`src/rtl/rat_pkg.sv`:
```
// rat_pkg: shared types and constants for the RAT MCU execute stage
package rat_pkg;
    localparam int WIDTH = 8;
    typedef enum logic [3:0] {
        ALU_ADD, ALU_ADDC, ALU_SUB, ALU_SUBC, ALU_CMP, ALU_AND, ALU_OR, ALU_EXOR,
        ALU_TEST, ALU_LSL, ALU_LSR, ALU_ROL, ALU_ROR, ALU_ASR, ALU_MOV, ALU_RSVD
    } alu_op_t;
endpackage

```
`src/rtl/rat_alu.sv`:
```
// rat_alu: combinational 8-bit ALU producing result, carry-out and zero-out
module rat_alu
    import rat_pkg::*;
#(
    parameter int WIDTH = rat_pkg::WIDTH
) (
    input  logic [WIDTH-1:0] a,
    input  logic [WIDTH-1:0] b,
    input  alu_op_t          sel,
    input  logic             c_in,
    output logic [WIDTH-1:0] result,
    output logic             alu_c,
    output logic             alu_z
);
    // bit WIDTH holds carry/borrow or the shifted-out bit
    logic [WIDTH:0] r;
    always_comb begin
        r = '0;
        case (sel)
            ALU_ADD:          r = {1'b0, a} + {1'b0, b};
            ALU_ADDC:         r = {1'b0, a} + {1'b0, b} + {{WIDTH{1'b0}}, c_in};
            ALU_SUB, ALU_CMP: r = {1'b0, a} - {1'b0, b};
            ALU_SUBC:         r = {1'b0, a} - {1'b0, b} - {{WIDTH{1'b0}}, c_in};
            ALU_AND, ALU_TEST: r = {1'b0, a & b};
            ALU_OR:           r = {1'b0, a | b};
            ALU_EXOR:         r = {1'b0, a ^ b};
            ALU_LSL:          r = {a, c_in};
            ALU_LSR:          r = {a[0], c_in, a[WIDTH-1:1]};
            ALU_ROL:          r = {a, a[WIDTH-1]};
            ALU_ROR:          r = {a[0], a[0], a[WIDTH-1:1]};
            ALU_ASR:          r = {a[0], a[WIDTH-1], a[WIDTH-1:1]};
            ALU_MOV:          r = {1'b0, b};
            default:          r = '0;
        endcase
    end
    assign result = r[WIDTH-1:0];
    assign alu_c  = r[WIDTH];
    assign alu_z  = (result == '0);
endmodule

```
`src/rtl/alu_flag_unit.sv`:
```
// alu_flag_unit: RAT execute stage with C/Z flags and interrupt shadow flags
module alu_flag_unit
    import rat_pkg::*;
#(
    parameter int WIDTH = rat_pkg::WIDTH
) (
    input  logic             clk,
    input  logic             rst_n,
    input  logic [WIDTH-1:0] a,
    input  logic [WIDTH-1:0] b,
    input  logic [3:0]       alu_sel,
    input  logic             flg_c_ld,
    input  logic             flg_c_set,
    input  logic             flg_c_clr,
    input  logic             flg_z_ld,
    input  logic             flg_ld_sel,
    input  logic             flg_shad_ld,
    output logic [WIDTH-1:0] result,
    output logic             c_flag,
    output logic             z_flag
);
    logic alu_c, alu_z, shad_c, shad_z;

    rat_alu #(.WIDTH(WIDTH)) u_alu (
        .a      (a),
        .b      (b),
        .sel    (alu_op_t'(alu_sel)),
        .c_in   (c_flag),
        .result (result),
        .alu_c  (alu_c),
        .alu_z  (alu_z)
    );

    // shadow samples pre-edge flags, so a combined save+restore swaps them
    always_ff @(posedge clk or negedge rst_n) begin
        if (!rst_n) begin
            {c_flag, z_flag, shad_c, shad_z} <= '0;
        end else begin
            if (flg_c_clr)     c_flag <= 1'b0;
            else if (flg_c_set) c_flag <= 1'b1;
            else if (flg_c_ld)  c_flag <= flg_ld_sel ? shad_c : alu_c;
            if (flg_z_ld)      z_flag <= flg_ld_sel ? shad_z : alu_z;
            if (flg_shad_ld)   {shad_c, shad_z} <= {c_flag, z_flag};
        end
    end
endmodule

```
`config.mk`:
```
export PLATFORM = sky130hd
export DESIGN_NAME = alu_flag_unit
export DESIGN_NICKNAME = d
export VERILOG_FILES = /design/src/rtl/rat_pkg.sv /design/src/rtl/rat_alu.sv /design/src/rtl/alu_flag_unit.sv
export SDC_FILE = /design/constraint.sdc
export NUM_CORES = 1
export LEC_CHECK = 0
export ABC_AREA = 1
export CORE_UTILIZATION = 56
export CTS_CLUSTER_DIAMETER = 40
export DETAILED_ROUTE_END_ITERATION = 7
export PLACE_DENSITY = 0.84
export SYNTH_ARGS = -nofsm -noshare
export SYNTH_HDL_FRONTEND = slang
export SYNTH_SLANG_ARGS = --single-unit
```
`constraint.sdc`:
```
create_clock -name clk -period 3.12 [get_ports clk]
set_input_delay 0.312 -clock clk [delete_from_list [all_inputs] [get_ports clk]]
set_output_delay 0.312 -clock clk [all_outputs]
set_load 0.03 [all_outputs]
```
==> Word-level counts from Yosys, hierarchy flattened <==
Cells that the tools add are included.
{ "classes": {"muxes": 6, "eq_ne": 14, "n_addsub": 4, "reduce_logical": 5, "n_bitwise": 3} }
{ "ops": {"columns": ["op", "n"], "rows": [
  ["9-bit case mux with 13 select lines", 1],
  ["4-bit equality test (second input constant)", 7],
  ["4-bit by 3-bit equality test with 1-bit output (second input constant)", 4],
  ["8-bit by 8-bit adder with 9-bit output", 1],
  ["9-bit by 1-bit adder with 9-bit output", 1],
  ["8-bit by 8-bit subtractor with 9-bit output", 1],
  ["9-bit by 1-bit subtractor with 9-bit output", 1],
  ["8-bit AND", 1],
  ["4-bit by 2-bit equality test with 1-bit output (second input constant)", 2],
  ["8-bit logical NOT", 1],
  ["8-bit OR", 1],
  ["8-bit XOR", 1],
  ["1-bit 2-to-1 mux", 5],
  ["4-bit by 1-bit equality test with 1-bit output (second input constant)", 1],
  ["4-bit logical NOT", 1],
  ["2-bit OR reduction", 2],
  ["3-bit nonzero test", 1]
]} }
{ "word_totals": {"input_bits": 28, "out_inout_bits": 10, "reg_bits": 4, "elab_cells": 36} }

==> Longest topological paths before layout <==
Gate-level depths: netlist of run 1.
{ "logic_depth": {"depth_word": 7, "mapped_depth": 18, "ltp_nobuf": 18} }

==> Hierarchy <==
Synthesis of run 1 repeated with hierarchy kept, for this count alone.
{ "hier_totals": {"cells_unflattened": 453, "hier_area_um2": 2354.8} }
{ "by_module_without_submodules": {"columns": ["module", "cells_per_inst", "area_per_inst_um2", "n_inst", "seq_area_each_um2"], "rows": [
  ["rat_alu", 432, 2155.8, 1, 0.0],
  ["alu_flag_unit", 21, 198.9, 1, 100.1]
]} }

==> Worst setup path before layout of run 1 <==
Ideal clock, no wire load.
{ "synth_path": {"kind": "input to output", "start": "input port a[0]", "end": "output port result[6]", "t_required_ps": 2808, "path_buffers": 0, "cell_stages": 15, "t_arrival_ps": 2205, "setup_slack_ps": 603, "path_cell_list": "inv_1 ha_1 inv_1 fa_1 inv_1 ha_1 inv_1 nor2_1 nand3_1 nor2_1 nand2_1 xor2_1 nor2_1 nor2_1 inv_1"} }
{ "synth_between": {"elab_chain_len": 3, "word_cells_on_any_way": 5, "cone_classes": "add/sub: 4; mux: 1"} }
{ "synth_rtl": {"columns": ["element", "line", "text"], "rows": [
  ["start, declared", "alu_flag_unit.sv:9", "input logic [WIDTH-1:0] a,"],
  ["8-bit by 8-bit subtractor with 9-bit output / 8-bit by 8-bit adder with 9-bit output (equally long branches)", null, null],
  ["9-bit by 1-bit subtractor with 9-bit output / 9-bit by 1-bit adder with 9-bit output (equally long branches)", "rat_alu.sv:23, rat_alu.sv:21", null],
  ["9-bit case mux with 13 select lines *", "rat_alu.sv:19", "case (sel)"],
  ["end, declared", "alu_flag_unit.sv:18", "output logic [WIDTH-1:0] result,"]
]} }
Every way passes the cells marked *; elsewhere a longest branch is shown, timed or not.

==> Worst setup path in the final report of run 1 <==
{ "layout_path": {"start": "input port b[5]", "end": "output port result[7]"} }
{ "layout_between": {"elab_chain_len": 3, "word_cells_on_any_way": 5, "cone_classes": "add/sub: 4; mux: 1"} }
{ "layout_rtl": {"columns": ["element", "line", "text"], "rows": [
  ["start, declared", "alu_flag_unit.sv:10", "input logic [WIDTH-1:0] b,"],
  ["8-bit by 8-bit subtractor with 9-bit output / 8-bit by 8-bit adder with 9-bit output (equally long branches)", null, null],
  ["9-bit by 1-bit subtractor with 9-bit output / 9-bit by 1-bit adder with 9-bit output (equally long branches)", "rat_alu.sv:23, rat_alu.sv:21", null],
  ["9-bit case mux with 13 select lines *", "rat_alu.sv:19", null]
]} }
Marked as above.

==> impl_metrics.json, run 1 <==
{
  "synth_nets": 515,
  "worst_pin_slew_ns": 0.401,
  "place.gp.congestion": 0.998,
  "fin_crit_sh_pct": 99.3,
  "dp_hpwl_um": 7490,
  "ys_seq_elements": 4,
  "p_switching_w": 0.000481,
  "power.internal_w": 0.000458,
  "synth_flop_cell": "dfrtp_1",
  "async_flop_share_pct": 100,
  "cts_buffers": 3,
  "clock_sinks": 4,
  "final_core_util_pct": 87.8,
  "period_minus_slack_ns": 3.10,
  "synth.largest_area_cell": "nand2_1",
  "slew_violations": 0,
  "ff2ff_setup_slack_ns": 0.49,
  "grt_pass1_wl_um": 15900,
  "drive_gt1_share_pct": 29.3,
  "cts_tree": "done",
  "antenna_cells": 0,
  "netlist_top_cells_area": "nand2_1 (22%), ha_1 (14%), nand3_1 (12%)",
  "cp.arrival_ns": 2.79,
  "seq_area_frac_synth_pct": 4.12,
  "worstReg2RegEnd": "z_flag$_DFFE_PN0P_",
  "crit_type": "in2out",
  "num_rows": 23,
  "area_growth_pct": 47.6,
  "power.leakage_nw": 1.98,
  "final-hold-violation-count": 0,
  "cp-start-kind": "input port",
  "core_um2": 4090,
  "die_w_um": 67.9,
  "seqPwrFrac_pct": 7.2,
  "min-delay-path-class": "in2async",
  "violations": "design-rule violations",
  "insertion_delay_ns": 0.22,
  "endpoint_kind": "output pin",
  "grt_max_degree": 10,
  "synth_cell_types": 36,
  "synthesis.area_um2": 2430,
  "synthCells": 457,
  "wl_um": 11100,
  "viasPerCell": 6.19,
  "antenna_found_initial": 0,
  "routedWlPerCell_um": 17.9,
  "num_vias": 3862,
  "setup_tns_ns": 0,
  "yosysWarnings": 0,
  "htree_levels": 1,
  "run_status": "finished, violations left",
  "root_buffer": "clkbuf_8",
  "setup_viol": 0,
  "clockBufferDepth": 2,
  "ant_nets": 0,
  "holdWs_ns": 0.327,
  "cp.required_ns": 2.81,
  "fmax_ghz": 0.323,
  "finalPower_w": 0.000939,
  "die_h_um": 67.9,
  "overflow": 0,
  "dr.first_iter.drc_count": 766,
  "skew_ns": 0.00800,
  "start_util_pct": 59.5,
  "p_per_area_nw_per_um2": 262,
  "p_comb_share_pct": 80.3,
  "max_slew_margin_pct": 73.2,
  "first_global_vias": 3384,
  "cts.clk_slew.worst_paths_ns": 0.04,
  "grtUsageTotal_pct": 47.0,
  "p_clk_share_pct": 12.6,
  "crit_fanout": 9,
  "irDropWorstVdd_mv": 0.130,
  "dieArea_um2": 4610,
  "drc": 39,
  "synth_top_area_share_pct": 22.2,
  "nets": 634,
  "numPortBuffers": 37,
  "pin_count": 38,
  "first_pass_iters": 8,
  "fillers": 256,
  "synth_edf_count": 0,
  "reg2regPathDepth": 16,
  "timing.rr.start": "c_flag$_DFFE_PN0P_",
  "p_sw_share_pct": 51.2,
  "avgSynthCellArea_um2": 5.32,
  "cap_violations": 0
}
placed cells by master (no fill, tap or decap), types with 2 or more instances in the layout:
cell type	count
a21oi_1	8
a21oi_2	6
a21oi_4	2
buf_4	86
clkbuf_2	3
clkbuf_8	3
clkdlybuf4s50_1	22
dfrtp_1	4
dlygate4sd2_1	2
dlymetal6s2s_1	4
fa_1	2
ha_1	21
ha_2	2
ha_4	5
inv_1	52
inv_2	19
mux2_2	2
nand2_1	140
nand2_2	16
nand3_1	57
nand3_2	6
nand3b_1	2
nand4_1	11
nor2_1	55
nor2_2	11
nor2_4	2
nor3_1	5
o21ai_0	8
o21ai_1	3
worst max-delay path by stage:
| stage | start | to | slack, ns | cells after the start |
|---|---|---|---|---|
| floorplan | a[0] | result[6] | 0.60 | 15 |
| global placement | a[0] | result[5] | -0.18 | 14 |
| detailed placement | a[0] | result[5] | -0.26 | 14 |
| CTS | a[6] | result[7] | 0.02 | 15 |
| global route | a[0] | result[6] | -0.08 | 18 |
| finish | b[5] | result[7] | 0.02 | 14 |
repair_timing:
action / CTS / global route
setup buffers: 2 / 8
endpoints found under the setup margin: 5 / 6
hold endpoints to repair: 0 / 0
gates resized for setup: 12 / 41
hold buffers: 0 / 0
pin swaps: 1 / 14
final cells by class:
cell class,count,area (um2),area share [%]
Clock buffer,3,41.3,1.15
Tap cell,50,62.6,1.74
Inverter,72,273,7.61
Sequential cell,4,100,2.79
Multi-Input combinational cell,377,2140,59.7
Timing Repair Buffer,118,968,27.0
state kept, by name (all words and copies together) (netlist names):
name	count
c_flag	1
shad_c	1
shad_z	1
z_flag	1
critical path, cell delays in order:
cell	delay (ns)
clkdlybuf4s50_1	0.54
inv_1	0.12
ha_4	0.27
nor2_1	0.30
nand4_1	0.23
nand3_1	0.15
nand2_1	0.06
nand2_1	0.11
nand3_1	0.11
nor2_1	0.12
nor2_1	0.07
nor2_2	0.16
inv_1	0.07
buf_4	0.17
metal layers:
layer  global-route usage (%)  wire [um]
met3                     21.3       1270
met2                     75.2       5080
met4                     28.9        952
met1                     50.1       3840
met5                        0          0
power groups by stage:
stage / Combinational, W / Sequential (W) / Clock [W]
finish: 0.000754 / 0.0000672 / 0.000118
floorplan: 0.000355 / 0.0000693 / 0
detailed placement: 0.000645 / 0.0000661 / 0
global route: 0.000809 / 0.0000679 / 0.000122
global placement: 0.000627 / 0.0000651 / 0
CTS: 0.000659 / 0.0000664 / 0.000109
logic make-up after synthesis:
| family | after synthesis | share of synthesized area [%] |
|---|---|---|
| compound gates | 36 | 9.68 |
| xor+xnor | 1 | 0.361 |
| fa+ha+maj | 30 | 16.1 |
| buf+inv | 76 | 12.9 |
| flops | 4 | 4.12 |
| mux | 2 | 0.927 |
| simple gates | 308 | 55.9 |
stage by stage:
step / setup WS, ns / cells / area, um2
floorplan: 0.603 / 457 / 2430
global placement: -0.176 / 611 / 3340
detailed placement: -0.261 / 611 / 3340
CTS: 0.0230 / 616 / 3410
global route: -0.0800 / 624 / 3590
finish: 0.0215 / 624 / 3590
cell usage after synthesis, types with 4 or more instances:
library cell	number
nand2_1	144
inv_1	62
nor2_1	60
nand3_1	59
ha_1	28
nand2_2	12
nand4_1	11
a21oi_1	10
inv_2	9
nor2_2	8
o21ai_0	8
a21oi_2	5
nor3_1	5
dfrtp_1	4
nand3_2	4
(Power assumes the default switching activity.)
==> run 2, diff against run 1 <==
CORE_UTILIZATION = 57   (was 56)
CTS_BUF_LIST = sky130_fd_sc_hd__clkbuf_4 sky130_fd_sc_hd__clkbuf_8   (was not set)
PLACE_DENSITY = not set   (was 0.84)
PLACE_DENSITY_LB_ADDON = 0.08   (was not set)
==> impl_metrics.json, run 2 (same netlist as run 1, synthesis figures left out) <==
{
  "run_status": "finished, final reports clean",
  "finalPower_w": 0.000905,
  "clockBufferDepth": 2,
  "reg2regPathDepth": 16,
  "dp_hpwl_um": 7770,
  "nets": 629,
  "cts_buffers": 3,
  "max_slew_margin_pct": 68.5,
  "core_um2": 4060,
  "worstReg2RegEnd": "z_flag$_DFFE_PN0P_",
  "cp.arrival_ns": 3.19,
  "seqPwrFrac_pct": 7.3,
  "grtUsageTotal_pct": 43.6,
  "grt_pass1_wl_um": 14700,
  "ff2ff_setup_slack_ns": 0.48,
  "dr.first_iter.drc_count": 479,
  "crit_slowest_cell": "fa_1",
  "antenna_found_initial": 0,
  "area_growth_pct": 45.0,
  "final_common_cell": "nand2_1",
  "die_w_um": 67.3,
  "crit_type": "in2reg",
  "cp.required_ns": 3.20,
  "cap_violations": 0,
  "min-delay-path-class": "in2async",
  "p_switching_w": 0.000456,
  "drive_gt1_share_pct": 26.7,
  "worst_pin_slew_ns": 0.470,
  "irDropWorstVdd_mv": 0.156,
  "setup_viol": 0,
  "grt_max_degree": 11,
  "place.gp.congestion": 1.02,
  "viasPerCell": 5.95,
  "timing.rr.start": "c_flag$_DFFE_PN0P_",
  "insertion_delay_ns": 0.22,
  "final_cell_mix": "nand2_1 (142), buf_4 (82), inv_1 (59)",
  "critical_path.max_stage_delay_ns": 0.47,
  "cp-start-kind": "input port",
  "slew_violations": 0,
  "p_clk_share_pct": 12.2,
  "start_util_pct": 59.9,
  "final-hold-violation-count": 0,
  "root_buffer": "clkbuf_8",
  "skew_ns": 0.00321,
  "p_comb_share_pct": 80.5,
  "cts.clk_slew.worst_paths_ns": 0.03,
  "num_rows": 23,
  "crit_fanout": 4,
  "ant_nets": 0,
  "drc": 0,
  "path_common_cell": "buf_4",
  "htree_levels": 1,
  "wl_um": 10700,
  "numPortBuffers": 37,
  "overflow": 0,
  "crit_chain": "dlygate4sd2_1 > ha_1 > inv_2 > fa_1 > inv_2 > ha_1 > inv_1 > nor2_4 > nand3_2 > nor2_2 > nand2_1 > xor2_1 > nor2_1 > nor2_2 > buf_4 > buf_4 > buf_4 > buf_4 > nand3_1 > a21oi_2",
  "first_global_vias": 3149,
  "cts_tree": "done",
  "pin_count": 38,
  "num_vias": 3684,
  "die_h_um": 67.3,
  "first_pass_iters": 7,
  "antenna_cells": 0,
  "routedWlPerCell_um": 17.2,
  "setup_tns_ns": 0,
  "clock_sinks": 4,
  "dieArea_um2": 4530,
  "endpoint_kind": "register",
  "p_sw_share_pct": 50.4,
  "fin_crit_sh_pct": 99.7,
  "power.leakage_nw": 1.94,
  "fmax_ghz": 0.321,
  "power.internal_w": 0.000449,
  "p_per_area_nw_per_um2": 257,
  "period_minus_slack_ns": 3.11
}
[run 2: critical path, delay by kind of cell]
kind	cells	cell delay, ns
buffers and inverters	8	1.03
adders and majority gates	3	0.86
and+or+nand+nor	7	0.76
xor gates and xnor gates	1	0.14
AOI/OAI and AO/OA	1	0.08
[run 2: final cells by class]
| class | instances | area (um2) |
|---|---|---|
| clock buffer | 3 | 41.3 |
| fill | 271 | 534 |
| inverter | 72 | 273 |
| multi-input combinational | 377 | 2130 |
| sequential | 4 | 100 |
| tap | 50 | 62.6 |
| timing repair buffer | 113 | 920 |
[run 2: routing by layer]
layer	track usage (%)	share of wire (%)
met5	0	0
met1	51.6	36
met4	24.5	6.5
met2	72.4	46
met3	9.12	11
[run 2: what timing repair did]
item / in CTS / in global routing
pin swaps: 1 / 6
setup endpoints to repair: 3 / 6
gates resized for setup: 8 / 27
hold endpoints to repair: 0 / 0
hold buffers: 0 / 0
buffers inserted: 3 / 3
[run 2: per-stage QoR]
step	hold WS (ns)	util (%)	instance area, um2	cells	setup WS, ns
4_1_cts	0.301	83.9	3400	616	0.0133
5_1_grt	0.313	86.8	3520	619	-0.130
6_report	0.298	86.8	3520	619	0.00938
3_3_place_gp	0.486	82.1	3330	610	-0.178
3_5_place_dp	0.507	82.1	3330	610	-0.235
2_1_floorplan	0.0164	-	2430	457	0.603
[run 2: worst max path at each step]
stage	cells after the start	startpoint	end	slack (ns)
floorplan	15	a[0]	result[6]	0.60
global placement	14	a[0]	result[5]	-0.18
detailed placement	14	a[0]	result[5]	-0.24
CTS	15	b[1]	result[6]	0.01
global route	18	b[0]	z_flag$_DFFE_PN0P_	-0.13
finish	20	b[0]	z_flag$_DFFE_PN0P_	0.009
[run 2: power groups by stage]
stage	Combinational (W)	Sequential, W	Clock [W]
5_1_grt	0.000781	0.0000668	0.000113
3_3_place_gp	0.000631	0.0000650	0
6_report	0.000729	0.0000661	0.000110
2_1_floorplan	0.000355	0.0000693	0
4_1_cts	0.000661	0.0000655	0.000110
3_5_place_dp	0.000648	0.0000659	0
==> run 3, diff against run 2 <==
SKIP_CTS_REPAIR_TIMING = 1   (was not set)
==> impl_metrics.json, run 3 (same netlist as run 1, synthesis figures left out) <==
{
  "worst-path-buf-inv": 6,
  "setup_viol": 0,
  "root_buffer": "clkbuf_8",
  "dieArea_um2": 4530,
  "grt_max_degree": 11,
  "cts_buffers": 3,
  "first_global_vias": 3113,
  "overflow": 0,
  "nets": 626,
  "antenna_cells": 0,
  "critical_path.max_stage_delay_ns": 0.49,
  "final_core_util_pct": 85.8,
  "seq_area_um2": 100,
  "num_rows": 23,
  "htree_levels": 1,
  "crit_family": "buffers and inverters",
  "cts.clk_slew.worst_paths_ns": 0.03,
  "num_vias": 3559,
  "drive_gt1_share_pct": 24.4,
  "place.gp.congestion": 1.02,
  "viasPerCell": 5.78,
  "clockBufferDepth": 2,
  "endpoint_kind": "output pin",
  "grtUsageTotal_pct": 42.2,
  "fmax_ghz": 0.326,
  "crit_type": "in2out",
  "final_cell_mix": "nand2_1 (143), buf_4 (79), inv_1 (61)",
  "setup_tns_ns": 0,
  "crit_slowest_cell": "clkdlybuf4s50_1",
  "dr.first_iter.drc_count": 402,
  "finalNonFillerCells": 616,
  "p_per_area_nw_per_um2": 251,
  "irDropWorstVdd_mv": 0.155,
  "cap_violations": 0,
  "crit_fanout": 6,
  "die_h_um": 67.3,
  "power.leakage_nw": 1.96,
  "core_um2": 4060,
  "grt_pass1_wl_um": 14200,
  "antenna_found_initial": 0,
  "numPortBuffers": 37,
  "start_util_pct": 59.9,
  "routedWlPerCell_um": 16.2,
  "skew_ns": 0.00300,
  "dp_hpwl_um": 7770,
  "area_growth_pct": 43.2,
  "cts_tree": "done",
  "max_slew_margin_pct": 68.9,
  "run_status": "finished, final reports clean",
  "final-hold-violation-count": 0,
  "pin_count": 38,
  "insertion_delay_ns": 0.22,
  "final_common_cell": "nand2_1",
  "wl_um": 9970,
  "fin_crit_sh_pct": 98.3,
  "drc": 0,
  "clock_sinks": 4,
  "cp.required_ns": 2.81,
  "cp-start-kind": "input port",
  "first_pass_iters": 6,
  "period_minus_slack_ns": 3.07,
  "fillers": 282,
  "ant_nets": 0,
  "multiInputGateArea_um2": 2090,
  "crit_chain": "clkdlybuf4s50_1 > inv_1 > ha_2 > buf_4 > nor2_1 > nand4_1 > nand3_1 > nand2_1 > nand2_1 > inv_1 > xor2_1 > nor2_1 > nor2_1 > inv_1 > buf_4",
  "worst_pin_slew_ns": 0.464,
  "min-delay-path-class": "in2async",
  "cp.arrival_ns": 2.75,
  "die_w_um": 67.3,
  "dpl.cell_count": 610,
  "slew_violations": 0
}
==> run 3: changes by cell type in the layout (fill, tap and decap cells not counted), moves of 2 or more <==
cell            change
dlymetal6s2s_1      +4
nand3_1             +4
nand3_2             -4
buf_4               -3
dlygate4sd2_1       -3
nor2_1              +3
nor2_2              -3
inv_1               +2
inv_2               -2
==> run 3: area by class of cell <==
type | instances | area share [%]
tap | 50 | 1.80
sequential | 4 | 2.88
clock buffer | 3 | 1.19
timing repair buffer | 110 | 26.3
multi-input combinational | 377 | 60.0
inverter | 72 | 7.84
==> run 3: where the power goes <==
part           internal (W)  leakage, nW  switching (W)
Sequential        0.0000590       0.0490     0.00000678
Clock             0.0000823       0.0216      0.0000269
Combinational      0.000298         1.89       0.000402
==> run 3: per-layer routing <==
metal | track usage [%] | part of all wire [%]
met2 | 72.0 | 46
met3 | 5.41 | 9.5
met5 | 0 | 0
met4 | 22.1 | 6.2
met1 | 51.0 | 38
==> run 3: final timing paths <==
| kind | cells past startpoint | end | from | slack [ns] |
|---|---|---|---|---|
| max | 15 | result[6] | b[4] | 0.05 |
| min | 1 | shad_z$_DFFE_PN0P_ | rst_n | 0.30 |
| max reg2reg | 13 | c_flag$_DFFE_PN0P_ | c_flag$_DFFE_PN0P_ | 0.72 |
| min reg2reg | 1 | shad_z$_DFFE_PN0P_ | shad_z$_DFFE_PN0P_ | 0.51 |
| max in group asynchronous | 1 | c_flag$_DFFE_PN0P_ | rst_n | 2.65 |
| min in group clk | 1 | shad_z$_DFFE_PN0P_ | shad_z$_DFFE_PN0P_ | 0.51 |
==> run 3: worst register-to-register path: stages (launching register included) <==
cell and delay (ns):
dfrtp_1 0.52, ha_1 0.25, ha_1 0.18, inv_1 0.06
nor2_2 0.14, nand3_1 0.15, nor2_2 0.13, nand3_1 0.11
buf_4 0.14, o21bai_1 0.11, nand3_1 0.17, nand3_1 0.15
nand2_1 0.08, a21oi_2 0.12
==> run 3: stage by stage <==
step	setup WS, ns	hold slack [ns]	power (W)	area, um2
floorplan	0.603	0.0164	0.000424	2430
global placement	-0.178	0.486	0.000696	3330
detailed placement	-0.235	0.507	0.000714	3330
CTS	-0.245	0.301	0.000828	3370
global route	-0.176	0.313	0.000934	3480
finish	0.0531	0.298	0.000875	3480
==> RTL edit 1 (settings of run 1) <==
Remove the case item `ALU_SUB, ALU_CMP` of the case on `sel`.
--- a/src/rtl/rat_alu.sv
+++ b/src/rtl/rat_alu.sv
@@ -19,7 +19,6 @@
         case (sel)
             ALU_ADD:          r = {1'b0, a} + {1'b0, b};
             ALU_ADDC:         r = {1'b0, a} + {1'b0, b} + {{WIDTH{1'b0}}, c_in};
-            ALU_SUB, ALU_CMP: r = {1'b0, a} - {1'b0, b};
             ALU_SUBC:         r = {1'b0, a} - {1'b0, b} - {{WIDTH{1'b0}}, c_in};
             ALU_AND, ALU_TEST: r = {1'b0, a & b};
             ALU_OR:           r = {1'b0, a | b};
Behaviour: not the same (Yosys sat finds a counterexample within 4 cycles, from zero or initial values and one cycle with rst_n low).
==> RTL edit 1 against run 1 <==
Design area is 20% lower. Total power is 26% lower. Critical endpoint is now result[6]. Sequential cell count stayed put. Maximum frequency is 1.9% higher. Critical path depth stayed put. Routed wire length is 37% lower. Synthesized area is 10% lower. Setup slack better by 0.058 ns. Utilization is 10 points lower.
==> RTL edit 1: results (changes against run 1) <==
| Metric | Value |
|---|---|
| Post-DP HPWL | `5870 microns (-22%)` |
| Post-DP Area | `2794 sq um (-16%)` |
| Clock-pin slew on the worst setup and hold paths | `0.04 ns (about the same)` |
| Met2 wire length | `3310 microns (-35%)` |
| First-pass GRT wire length | `11,820 microns (-26%)` |
| Top layer in use | `met4` |
| Largest delay share family, worst path | `buffers and inverters` |
| Register-to-register setup slack | `0.45 ns (-0.04 ns)` |
| Sequential logic power | `0.0625 mW (-7.0%)` |
| Worst Reg-to-Reg Cells | `14 (-2)` |
| Worst path arrival time | `2.73 ns (-0.06 ns)` |
| Crit-path slowest cell | `clkdlybuf4s50_1` |
| 1st-pass router iterations | `5 (-3)` |
| Global Route met1 Usage | `46.94% (-3.2 points)` |
| Clock buffer depth | `2 (unchanged)` |
| PortBufs | `37 (unchanged)` |
| VDD IR-drop max | `0.3834 mV (+190%)` |
| Post-synth top cells | `119 x nand2_1, 62 x inv_1, 46 x nand3_1` |
| Comb group | `0.521 mW (-31%)` |
| Vias per cell | `5.432 (-12%)` |
| H-tree levels | `1 (unchanged)` |
| Psw | `0.3483 mW (-28%)` |
| Yosys warns | `0 (unchanged)` |
| Count of cell types in the netlist | `33 (-8.3%)` |
| Nets | `532 (-16%)` |
| Register area share after synthesis | `4.582% (+0.46 points)` |
| Cts bufs inserted | `3 (unchanged)` |
| Worst-Margin Slew | `0.5922 ns (+0.1910 ns)` |
| Final hold vios | `0 (unchanged)` |
| Status | `finished, final reports clean` |
| Synth async-reset ratio | `100.0% (unchanged)` |
| R2r endpoint | `z_flag` |
| Biggest cell delay along the critical path | `0.52 ns (-0.02 ns)` |
| Setup Skew | `0.004560 ns (-0.003438 ns)` |
| Sequential share of power | `8.9% (+1.7 points)` |
| Vias in the first global route | `2,624 (-22%)` |
| GRT met3 Usage | `2.817% (-19 points)` |
| Avg WL per Cell | `13.71 microns (-23%)` |
| Clock Latency Late Sink | `0.23 ns` |
| Post-Syn Nets | `463 (-10%)` |
| Leak Pwr | `1.578 nW (-20%)` |
| Share of post-route cells with drive strength above 1 | `16.03% (-13 points)` |
| CP max FO | `4 (-5)` |
| Placer Congestion | `0.9404 (-5.8%)` |
| Root buf cell | `clkbuf_8` |
| Metal3 WL | `275 microns (-78%)` |
| Final hold slack | `0.2978 ns (-0.02922 ns)` |
| M2 GR Usage | `62.89% (-12 points)` |
| Number of fill cells | `319 (+25%)` |
| Crit path from | `a[5]` |
| Crit path capture | `result[6]` |
| Pin count of the biggest net entering global routing | `12 (+2)` |
| DR iter-0 viols | `312 (-59%)` |
| Ant diodes | `0 (unchanged)` |
| GR Util All Layers | `36.64% (-10 points)` |
| Top FF cell, synth | `dfrtp_1` |
| Metal-1 WL | `3217 microns (-16%)` |
| Synth area leaders | `nand2_1 20%, ha_1 18%, inv_1 11%` |
## RTL edit 1: metrics by stage
stage	worst slack, ns	cells	util, %
2_1_floorplan	0.5012	401	-
3_3_place_gp	-0.08792	512	75.75
3_5_place_dp	-0.1406	512	75.75
4_1_cts	0.02159	515	76.97
5_1_grt	-0.05562	516	77.68
6_report	0.07946	516	77.68
## RTL edit 1: cells by family after synthesis
logic type / share of synthesized area (%)
buf+inv: 13.12
mux: 0.5154
simple gates: 49.89
compound gates: 11.40
fa+ha+maj: 20.50
flops: 4.582
## RTL edit 1: final cells by class
class                   instances  share of cell area (%)
flip-flops and latches          4                   3.493
multi-input cells             323                   63.32
well taps                      48                   2.096
repair buffers                 66                   20.22
clock buffers                   3                   1.441
inverters                      72                   9.432
## RTL edit 1: what timing repair did
item | CTS | global route
cloned | 0 | 0
gates resized for setup | 5 | 6
setup endpoints to repair | 5 | 8
pin swaps | 1 | 5
setup buffers | 0 | 1
==> RTL edit 2 (config.mk and constraints of run 1) <==
Made on the original files. Set the package constant `WIDTH` to 16 (it was 8).
--- a/src/rtl/rat_pkg.sv
+++ b/src/rtl/rat_pkg.sv
@@ -1,6 +1,6 @@
 // rat_pkg: shared types and constants for the RAT MCU execute stage
 package rat_pkg;
-    localparam int WIDTH = 8;
+    localparam int WIDTH = 16;
     typedef enum logic [3:0] {
         ALU_ADD, ALU_ADDC, ALU_SUB, ALU_SUBC, ALU_CMP, ALU_AND, ALU_OR, ALU_EXOR,
         ALU_TEST, ALU_LSL, ALU_LSR, ALU_ROL, ALU_ROR, ALU_ASR, ALU_MOV, ALU_RSVD
Interface: changed (resized a, b and result); port bits go from 38 to 62. The function was not compared with the original's and may differ.
==> RTL edit 2 against run 1 <==
The flow now stops in global routing (5_1_grt). Synthesized area grew 110%. Synthesized cell count grew 110%.
==> RTL edit 2: results (changes against run 1) <==
| Metric | Value |
|---|---|
| Status | `did not finish` |
| Stop stage | `global routing (5_1_grt)` |
| Stop err | `[ERROR GRT-0232] Routing congestion too high. Check the congestion heatmap in the GUI.` |
| Register area share after synthesis | `1.976% (-2.1 points)` |
| Clock buffer depth | `2 (unchanged)` |
| PortBufs | `61 (+65%)` |
| # placed instances | `1,290 (+110%)` |
| Placer Congestion | `1.003 (+0.50%)` |
| Remaining Overflow, GRT | `12` |
| Yosys reg bits | `4 (unchanged)` |
| Root buf cell | `clkbuf_8` |
| Post-DP HPWL | `17,140 microns (+130%)` |
| Pin count of the biggest net entering global routing | `15` |
| Syn avg cell area | `5.244 sq um (-1.4%)` |
| Post-synth top cells | `306 x nand2_1, 146 x inv_1, 102 x nand3_1, 102 x nor2_1, 54 x ha_1` |
| Top FF cell, synth | `dfrtp_1` |
| Yosys warns | `0 (unchanged)` |
| Worst ep type | `register data pin` |
| Post-Syn Nets | `1,066 (+110%)` |
| Synth async-reset ratio | `100.0% (unchanged)` |
| Synth area leaders | `nand2_1 23%, ha_1 13%, inv_1 11%` |
| Count of cell types in the netlist | `47 (+31%)` |
| Cts bufs inserted | `3 (unchanged)` |
| GR Util All Layers | `72.57%` |
| GRT repair_timing worst endpoint | `z_flag$_DFFE_PN0P_/D` |
| H-tree levels | `1 (unchanged)` |
[RTL edit 2: cell types whose count changed after synthesis, sizes merged, moves of 22 or more]
| cell | before | now |
|---|---|---|
| nor2 | 68 | 124 |
| inv | 72 | 167 |
| nand2 | 157 | 332 |
| o21ai | 12 | 34 |
| nand3 | 63 | 114 |
| ha | 28 | 54 |
[RTL edit 2: through the flow]
stage                     hold slack [ns]  cell area, sq um  worst slack [ns]  util [%]  setup TNS [ns]
after floorplan                   0.01641              5066            0.3411         -               0
after global placement             0.4964              7013           -0.2811     80.42          -2.335
after detailed placement           0.4963              7013           -0.4027     80.42          -3.255
after CTS                          0.3077              7461          0.002376     85.55               0
[RTL edit 2: cell families after synthesis]
| logic type | after synthesis | synth area share [%] |
|---|---|---|
| simple gates | 623 | 57.72 |
| buf+inv | 186 | 14.67 |
| compound gates | 94 | 10.84 |
| fa+ha+maj | 56 | 14.13 |
| flops | 4 | 1.976 |
| xor+xnor | 3 | 0.6670 |
[RTL edit 2: repair_timing]
| action | CTS |
|---|---|
| hold endpoints to repair | 0 |
| setup buffers | 12 |
| pin swaps | 23 |
| gates resized for setup | 95 |
| endpoints found under the setup margin | 14 |
| hold buffers | 0 |
[RTL edit 2: routing by layer]
metal / overflow / track usage [%]
met4: 5 / 77.73
met1: 0 / 70.58
met5: 0 / 9.341
met2: 7 / 93.34
met3: 0 / 53.31
